===== config.mk =====
export PLATFORM = sky130hd
export DESIGN_NAME = instr_fetch_flat
export DESIGN_NICKNAME = d
export VERILOG_FILES = /design/src/rtl/instr_fetch_pkg.sv /design/src/rtl/instr_fetch_if.sv /design/src/rtl/instr_fetch_fifo.sv /design/src/rtl/instr_fetch.sv /design/src/flat_wrapper.sv
export SDC_FILE = /design/constraint.sdc
export NUM_CORES = 1
export LEC_CHECK = 0
export CAP_MARGIN = 30
export CELL_PAD_IN_SITES_DETAIL_PLACEMENT = 0
export CELL_PAD_IN_SITES_GLOBAL_PLACEMENT = 1
export CORE_ASPECT_RATIO = 1.25
export CORE_MARGIN = 2
export CORE_UTILIZATION = 40
export DETAILED_ROUTE_END_ITERATION = 7
export PLACE_DENSITY = 0.87
export SLEW_MARGIN = 40
export SYNTH_ARGS = -nofsm -noshare
export SYNTH_HDL_FRONTEND = slang
export SYNTH_SLANG_ARGS = --single-unit

===== constraint.sdc =====
create_clock -name clk -period 7.2 [get_ports clk]
set_clock_uncertainty 0.15 [all_clocks]
set_input_delay 1.8 -clock clk [delete_from_list [all_inputs] [get_ports clk]]
set_output_delay 1.8 -clock clk [all_outputs]
set_load 0.005 [all_outputs]

===== src/rtl/instr_fetch_pkg.sv =====
`default_nettype none
// ============================================================================
// Module      : instr_fetch_pkg
// Description : Shared widths, halt opcode and fetch state encoding.
// Revision    : 1.0  initial release
// ============================================================================
package instr_fetch_pkg;

    localparam int          c_PC_W        = 8;
    localparam int          c_INSTR_W     = 32;
    localparam logic [31:0] c_HALT_OPCODE = 32'hFFFF_FFFF;

    typedef enum logic [0:0] {
        FS_RUN    = 1'b0,
        FS_HALTED = 1'b1
    } fetch_state_t;

endpackage : instr_fetch_pkg
`default_nettype wire


===== src/rtl/instr_fetch_if.sv =====
`default_nettype none
// ============================================================================
// Module      : instr_fetch_if
// Description : ROM read port, decode handshake and redirect bundle of fetch.
// Revision    : 1.0  initial release
// ============================================================================
interface instr_fetch_if
    import instr_fetch_pkg::*;
#(
    parameter int PC_W    = c_PC_W,
    parameter int INSTR_W = c_INSTR_W
);
    logic [PC_W-1:0]    pc_o;
    logic [INSTR_W-1:0] instr_i;
    logic [INSTR_W-1:0] instr_o;
    logic [PC_W-1:0]    instr_pc_o;
    logic               instr_valid_o;
    logic               instr_ready_i;
    logic               redirect_i;
    logic [PC_W-1:0]    redirect_pc_i;
    logic               halted_o;

    // Fetch unit side
    modport master (
        output pc_o, instr_o, instr_pc_o, instr_valid_o, halted_o,
        input  instr_i, instr_ready_i, redirect_i, redirect_pc_i
    );

    // ROM / decode / execute side
    modport slave (
        input  pc_o, instr_o, instr_pc_o, instr_valid_o, halted_o,
        output instr_i, instr_ready_i, redirect_i, redirect_pc_i
    );

endinterface : instr_fetch_if
`default_nettype wire


===== src/rtl/instr_fetch_fifo.sv =====
`default_nettype none
// ============================================================================
// Module      : instr_fetch_fifo
// Description : Synchronous FIFO with push/pop/flush; flush beats push.
// Revision    : 1.0  initial release
// ============================================================================
module instr_fetch_fifo #(
    parameter int WIDTH = 40,
    parameter int DEPTH = 2
) (
    input  wire logic             clk,
    input  wire logic             rst,
    input  wire logic             push,
    input  wire logic             pop,
    input  wire logic             flush,
    input  wire logic [WIDTH-1:0] din,
    output logic      [WIDTH-1:0] dout,
    output logic                  full,
    output logic                  empty
);

    localparam int c_AW = $clog2(DEPTH);
    localparam int c_CW = c_AW + 1;

    logic [WIDTH-1:0] r_mem [DEPTH];
    logic [c_AW-1:0]  r_wptr;
    logic [c_AW-1:0]  r_rptr;
    logic [c_CW-1:0]  r_count;

    logic w_pop;
    logic w_push;

    assign empty  = (r_count == '0);
    assign full   = (r_count == c_CW'(DEPTH));
    assign w_pop  = pop & ~empty;
    // A full FIFO can still accept when the head leaves in the same cycle.
    assign w_push = push & (~full | w_pop);
    assign dout   = r_mem[r_rptr];

    always_ff @(posedge clk) begin
        if (rst) begin
            r_wptr  <= '0;
            r_rptr  <= '0;
            r_count <= '0;
            for (int i = 0; i < DEPTH; i++) begin
                r_mem[i] <= '0;
            end
        end else if (flush) begin
            r_wptr  <= '0;
            r_rptr  <= '0;
            r_count <= '0;
        end else begin
            if (w_push) begin
                r_mem[r_wptr] <= din;
                r_wptr        <= r_wptr + 1'b1;
            end
            if (w_pop) begin
                r_rptr <= r_rptr + 1'b1;
            end
            case ({w_push, w_pop})
                2'b10:   r_count <= r_count + 1'b1;
                2'b01:   r_count <= r_count - 1'b1;
                default: r_count <= r_count;
            endcase
        end
    end

endmodule : instr_fetch_fifo
`default_nettype wire


===== src/rtl/instr_fetch.sv =====
`default_nettype none
// ============================================================================
// Module      : instr_fetch
// Description : PC owner, ROM read initiator and fetch buffer towards decode.
//               Optional halt-on-opcode stop enabled by FETCH_HALT_EN.
// Revision    : 1.0  initial release
// ============================================================================
module instr_fetch
    import instr_fetch_pkg::*;
#(
    parameter int              PC_W       = c_PC_W,
    parameter int              INSTR_W    = c_INSTR_W,
    parameter int              FIFO_DEPTH = 2,
    parameter logic [PC_W-1:0] RESET_PC   = '0
) (
    input  wire logic   clk,
    input  wire logic   rst,
    instr_fetch_if.master bus
);

    fetch_state_t    r_state;
    logic [PC_W-1:0] r_pc;

    logic w_full;
    logic w_empty;
    logic w_pop;
    logic w_push;
    logic w_is_halt;

    assign w_pop  = ~w_empty & bus.instr_ready_i & ~bus.redirect_i;
    assign w_push = (r_state == FS_RUN) & ~bus.redirect_i & (~w_full | w_pop);

`ifdef FETCH_HALT_EN
    logic r_halted;
    assign w_is_halt    = (bus.instr_i == INSTR_W'(c_HALT_OPCODE));
    assign bus.halted_o = r_halted;
`else
    assign w_is_halt    = 1'b0;
    assign bus.halted_o = 1'b0;
`endif

    always_ff @(posedge clk) begin
        if (rst) begin
            r_pc    <= RESET_PC;
            r_state <= FS_RUN;
`ifdef FETCH_HALT_EN
            r_halted <= 1'b0;
`endif
        end else if (bus.redirect_i) begin
            r_pc    <= bus.redirect_pc_i;
            r_state <= FS_RUN;
`ifdef FETCH_HALT_EN
            r_halted <= 1'b0;
`endif
        end else if (w_push) begin
            // The halt word is still buffered, but PC parks on its address.
            if (w_is_halt) begin
                r_state <= FS_HALTED;
`ifdef FETCH_HALT_EN
                r_halted <= 1'b1;
`endif
            end else begin
                r_pc <= r_pc + 1'b1;
            end
        end
    end

    assign bus.pc_o          = r_pc;
    assign bus.instr_valid_o = ~w_empty;

    instr_fetch_fifo #(
        .WIDTH (PC_W + INSTR_W),
        .DEPTH (FIFO_DEPTH)
    ) u_fifo (
        .clk   (clk),
        .rst   (rst),
        .push  (w_push),
        .pop   (w_pop),
        .flush (bus.redirect_i),
        .din   ({r_pc, bus.instr_i}),
        .dout  ({bus.instr_pc_o, bus.instr_o}),
        .full  (w_full),
        .empty (w_empty)
    );

endmodule : instr_fetch
`default_nettype wire

===== src/flat_wrapper.sv =====
// flat-port wrapper written by rule: the top's interface ports become plain ports
module instr_fetch_flat import instr_fetch_pkg::*;
#(
    parameter int              PC_W       = c_PC_W,
    parameter int              INSTR_W    = c_INSTR_W,
    parameter int              FIFO_DEPTH = 2,
    parameter logic [PC_W-1:0] RESET_PC   = '0
)
  (clk, rst, bus_pc_o, bus_instr_o, bus_instr_pc_o, bus_instr_valid_o, bus_halted_o, bus_instr_i, bus_instr_ready_i, bus_redirect_i, bus_redirect_pc_i);
  instr_fetch_if #(.PC_W(PC_W), .INSTR_W(INSTR_W)) bus_i ();
  input  wire logic clk;
  input  wire logic rst;
  output wire logic [$bits(bus_i.pc_o)-1:0] bus_pc_o;
  output wire logic [$bits(bus_i.instr_o)-1:0] bus_instr_o;
  output wire logic [$bits(bus_i.instr_pc_o)-1:0] bus_instr_pc_o;
  output wire logic [$bits(bus_i.instr_valid_o)-1:0] bus_instr_valid_o;
  output wire logic [$bits(bus_i.halted_o)-1:0] bus_halted_o;
  input wire logic [$bits(bus_i.instr_i)-1:0] bus_instr_i;
  input wire logic [$bits(bus_i.instr_ready_i)-1:0] bus_instr_ready_i;
  input wire logic [$bits(bus_i.redirect_i)-1:0] bus_redirect_i;
  input wire logic [$bits(bus_i.redirect_pc_i)-1:0] bus_redirect_pc_i;
  assign bus_pc_o = bus_i.pc_o;
  assign bus_instr_o = bus_i.instr_o;
  assign bus_instr_pc_o = bus_i.instr_pc_o;
  assign bus_instr_valid_o = bus_i.instr_valid_o;
  assign bus_halted_o = bus_i.halted_o;
  assign bus_i.instr_i = bus_instr_i;
  assign bus_i.instr_ready_i = bus_instr_ready_i;
  assign bus_i.redirect_i = bus_redirect_i;
  assign bus_i.redirect_pc_i = bus_redirect_pc_i;
  instr_fetch #(.PC_W(PC_W), .INSTR_W(INSTR_W), .FIFO_DEPTH(FIFO_DEPTH), .RESET_PC(RESET_PC)) u_core (.clk(clk), .rst(rst), .bus(bus_i));
endmodule

# Word level (Yosys, flattened, before mapping)
# Memories as Yosys holds them, arrays and structs flattened. A register that Yosys moved wholly into a read port is not among the register bits.
# Index checks and enable logic that the tools add are counted.
# Widths: inputs -> output; s select.
[word_totals]
mem_count = 1
latchBits = 0
word_cells = 42
output_inout_bits = 50
register_bits = 12
mem_bits_rw = 80
rom_bits = 0
[memory_table]
columns = ["memory", "words", "word_bits", "read_ports", "rd_ports_with_merged_regs", "write_ports", "line", "rtl"]
rows = [
  ["u_core.u_fifo.r_mem", 2, 40, 1, 1, 2, "instr_fetch_fifo.sv:25", "logic [WIDTH-1:0] r_mem [DEPTH];"],
]
[classes]
n_eq_ne = 3
order_cmp = 0
n_addsub = 5
n_shift = 0
bitwise = 10
div = 0
n_mul = 0
n_reduce_logical = 5
muxes = 14
[ops]
columns = ["cell", "count"]
rows = [
  ["$mux 40", 1],
  ["$reduce_or 40->1", 1],
  ["$mux 8", 2],
  ["$mux 1", 10],
  ["$add 8x1->8 const B", 1],
  ["$and 1x1->1", 5],
  ["$eq 2x2->1 const B", 2],
  ["$pmux 2 s2", 1],
  ["$reduce_bool 2->1", 2],
  ["$not 1->1", 3],
  ["$add 1x1->1 const B", 2],
  ["$add 2x1->2 const B", 1],
  ["$eq 2x1->1 const B", 1],
  ["$logic_not 2->1", 1],
  ["$or 1x1->1", 2],
  ["$reduce_or 2->1", 1],
  ["$sub 2x1->2 const B", 1],
]

# Depth between registers and ports, before layout
[depth]
word_depth = 13
ltp_mapped = 7

# By module
# A second synthesis with hierarchy kept.
[unflattened]
hier_cells = 313
hier_area_um2 = 4302.9
[by_module_without_submodules]
columns = ["module", "area_per_inst_um2", "cells_per_inst", "instances"]
rows = [
  ["instr_fetch_fifo", 3766.1, 245, 1],
  ["instr_fetch", 536.8, 68, 1],
]

# Least setup slack after synthesis
# No wires, ideal clock.
[synth_path]
path_kind = "input -> register"
startpoint = "in bus_instr_ready_i"
endpoint = "mem u_core.u_fifo.r_mem[0][0] (enable)"
slack_ns = 1.406
setup_ns = 0.498
n_path_buf = 0
required_ns = 6.552
t_arrival_ns = 5.146
cell_stages = 3
cell_sequence = "nand2b_1 and2_1 o31ai_1"
[synth_rtl]
columns = ["element", "line", "rtl"]
rows = [
  ["from (decl)", "flat_wrapper.sv:19", "input wire logic [$bits(bus_i.instr_ready_i)-1:0] bus_instr_ready_i;"],
  ["to (decl)", "instr_fetch_fifo.sv:25", ""],
]

==> impl_metrics.sql <==
INSERT INTO impl_metrics (metric_group, metric, value, unit) VALUES
('outcome', 'run_status', 'completed', ''),
('power', 'power_switching_share', '0.199', ''),
('global_routing', 'via_count_of_the_first_global_routing_pass', '2607', ''),
('synth', 'ys_warn_count', '0', ''),
('synth', 'synthDistinctLibCells', '29', ''),
('clocking', 'number_of_buffers_created_by_cts', '9', ''),
('detailed_routing', 'dr_total_vias', '2505', ''),
('placement', 'gp_congestion', '0.795', ''),
('sta', 'rsz0062_at_grt', 'false', ''),
('critical_path', 'worst-endpoint-required', '7.02', 'ns'),
('min_path', 'worst_hold_path_type', 'register to register', ''),
('power', 'power.net_switching', '260', 'uW'),
('placement', 'portBuffers', '92', ''),
('power', 'power_leakage', '2.06', 'nW'),
('clocking', 'post-cts-setup-buffer-count', '0', ''),
('power', 'max-vdd-ir-drop', '120', 'uV'),
('synth', 'synth_edf_count', '80', ''),
('critical_path', 'timing.critical_path.from_type', 'input port', ''),
('power', 'clkPwrFrac', '0.392', ''),
('synth', 'ys_top_cells_by_area', 'edfxtp_1 (59%), and2_1 (12%), mux2_2 (11%), dfxtp_1 (6.3%), xnor2_1 (1.9%)', ''),
('synth', 'most_common_cell_in_the_synthesized_netlist', 'and2_1', ''),
('synth', 'synthesized_cell_area', '4100', 'um2'),
('global_routing', 'grt_max_degree', '41', ''),
('final_layout', 'layout.cell_area.non_filler', '5540', 'um2'),
('clocking', 'clock_tree.root_cell', 'clkbuf_16', ''),
('final_layout', 'seq_area', '2670', 'um2'),
('sta', 'totalNegativeSetupSlack', '0', 'ns'),
('power', 'cellInternalPower', '1.05', 'mW'),
('detailed_routing', 'antenna_left', '0', ''),
('floorplan', 'start_util', '0.408', ''),
('sta', 'setup_viol', '0', ''),
('final_layout', 'multi_input_comb_area', '1380', 'um2'),
('sta', 'hold_viol_final', '0', ''),
('clocking', 'cts.sinks', '93', ''),
('sta', 'max_clock_freq', '0.253', 'GHz'),
('run', 'max-cap-violations', '0', ''),
('critical_path', 'worst-path-max-fanout', '40', ''),
('floorplan', 'num_rows', '41', ''),
('sta', 'fin_crit', '3.95', 'ns'),
('final_layout', 'n_antenna_cell', '0', ''),
('synth', 'synth_sequential_area_ratio', '0.649', ''),
('global_routing', 'grt_antenna_before_repair', '0', ''),
('synth', 'synth_area_leader_cell', 'edfxtp_1', ''),
('floorplan', 'fp.coreArea', '10100', 'um2'),
('global_routing', 'groute.usage.overall', '0.151', ''),
('final_layout', 'final_net_count', '433', ''),
('synth', 'syn-num-nets', '342', ''),
('critical_path', 'arrival', '3.76', 'ns'),
('final_layout', 'fillers', '875', ''),
('critical_path', 'cp_capture_type', 'register', ''),
('critical_path', 'cp_slowest_cell', 'or2_4', ''),
('power', 'power.combinational.fraction', '0.117', ''),
('critical_path', 'max_stage_delay', '0.52', 'ns'),
('power', 'power.total', '1.31', 'mW'),
('sta', 'min_period_over_period', '0.548', ''),
('clocking', 'hold_buffers', '0', ''),
('sta', 'report.final.slew_viol_count', '0', ''),
('floorplan', 'dieHeight', '117', 'um'),
('clocking', 'cts.clk_slew.worst_paths', '0.06', 'ns'),
('sta', 'worstMarginPinSlew', '0.589', 'ns'),
('floorplan', 'floorplan.die_area', '11100', 'um2'),
('placement', 'dp_hpwl', '5190', 'um'),
('synth', 'synthArstFlopShare', '0', ''),
('clocking', 'post_cts.resized_instances', '0', ''),
('synth', 'post_synth_most_frequent_cells', 'and2_1 (81), edfxtp_1 (80), mux2_2 (40), dfxtp_1 (13)', ''),
('synth', 'postSynth.topFlopCell', 'edfxtp_1', ''),
('detailed_routing', 'post-route-drc-count', '0', ''),
('synth', 'syn-mean-instance-area', '13.9', 'um2'),
('placement', 'dpl-instance-area', '5190', 'um2'),
('global_routing', 'grt_first_pass_wirelength', '12400', 'um'),
('critical_path', 'cp.buffers_inverters', '2', '');
==> flip-flops by register name, summed over array words and instances (netlist names), named ones only <==
register and cells:
u_core.u_fifo.r_mem 80, u_core.u_fifo.r_rptr 1, u_core.u_fifo.r_wptr 1, u_core.u_fifo.r_count 2, u_core.bus.pc_o 8
==> per-layer routing <==
| layer | global-route usage | share of wire | up-vias | wire (um) |
|---|---|---|---|---|
| li1 | - | - | 1215 | - |
| met4 | 0.0792 | 0.027 | 0 | 215 |
| met5 | 0 | 0 | - | 0 |
| met2 | 0.277 | 0.52 | 66 | 4140 |
| met3 | 0.0301 | 0.045 | 15 | 359 |
| met1 | 0.164 | 0.41 | 1209 | 3250 |
==> final cells by class <==
cell class | count | area share
Timing Repair Buffer | 96 | 0.173
Tap cell | 129 | 0.0291
Inverter | 6 | 0.00407
Multi-Input combinational cell | 180 | 0.250
Clock buffer | 16 | 0.0626
Sequential cell | 93 | 0.481
==> through the flow <==
step / cells / hold slack [ns]
detailed placement: 504 / 0.369
CTS: 520 / 0.389
global route: 520 / 0.410
global placement: 502 / 0.339
floorplan: 295 / 0.322
finish: 520 / 0.380
==> power groups by stage <==
stage | registers (mW) | clock network [mW] | logic, mW
final | 0.641 | 0.512 | 0.154
after global routing | 0.645 | 0.541 | 0.168
after CTS | 0.641 | 0.521 | 0.157
after detailed placement | 0.652 | 0 | 0.156
after global placement | 0.650 | 0 | 0.152
after floorplan | 0.646 | 0 | 0.0658
==> placed cells by master (no fill, tap or decap), drive strengths merged, types with 2 or more instances in the layout <==
cell type and count:
buf 4, nand2 6, xnor2 9, nand3 4
a211oi 8, inv 6, edfxtp 80, ha 3
mux2 40, clkbuf 16, a21oi 4, clkdlybuf4s50 92
o21ai 2, and2 81, dfxtp 13, mux2i 2
nor2 11
==> worst register-to-register path, stage by stage (launching register included) <==
cell	delay, ns
dfxtp_1	0.35
inv_1	0.07
ha_1	0.22
nand2b_1	0.26
and2_1	0.31
nor3b_4	0.23
or2_4	0.52
==> logic make-up after synthesis <==
family | count (synthesis) | share of synthesized area
simple gates | 108 | 0.156
flops | 93 | 0.649
mux | 42 | 0.115
buf+inv | 22 | 0.0213
other cells | 1 | 0.000914
compound gates | 16 | 0.0277
xor+xnor | 10 | 0.0213
fa+ha+maj | 3 | 0.00915
==> final timing paths <==
path | from | end | slack (ns) | cells after the start
worst max-delay path | bus_redirect_i | u_core.u_fifo.r_mem[1][21]$_SDFFCE_PN0P_ | 3.25 | 5
worst min-delay path | u_core.u_fifo.r_rptr$_SDFFE_PP0P_ | register | 0.38 | 2
worst max register to register | u_core.u_fifo.r_count[0]$_SDFFE_PP0P_ | u_core.u_fifo.r_mem[1][21]$_SDFFCE_PN0P_ | 4.70 | 6
worst min register to register | u_core.u_fifo.r_rptr$_SDFFE_PP0P_ | register | 0.38 | 2
Note: power is estimated with default switching activity, not from simulation.
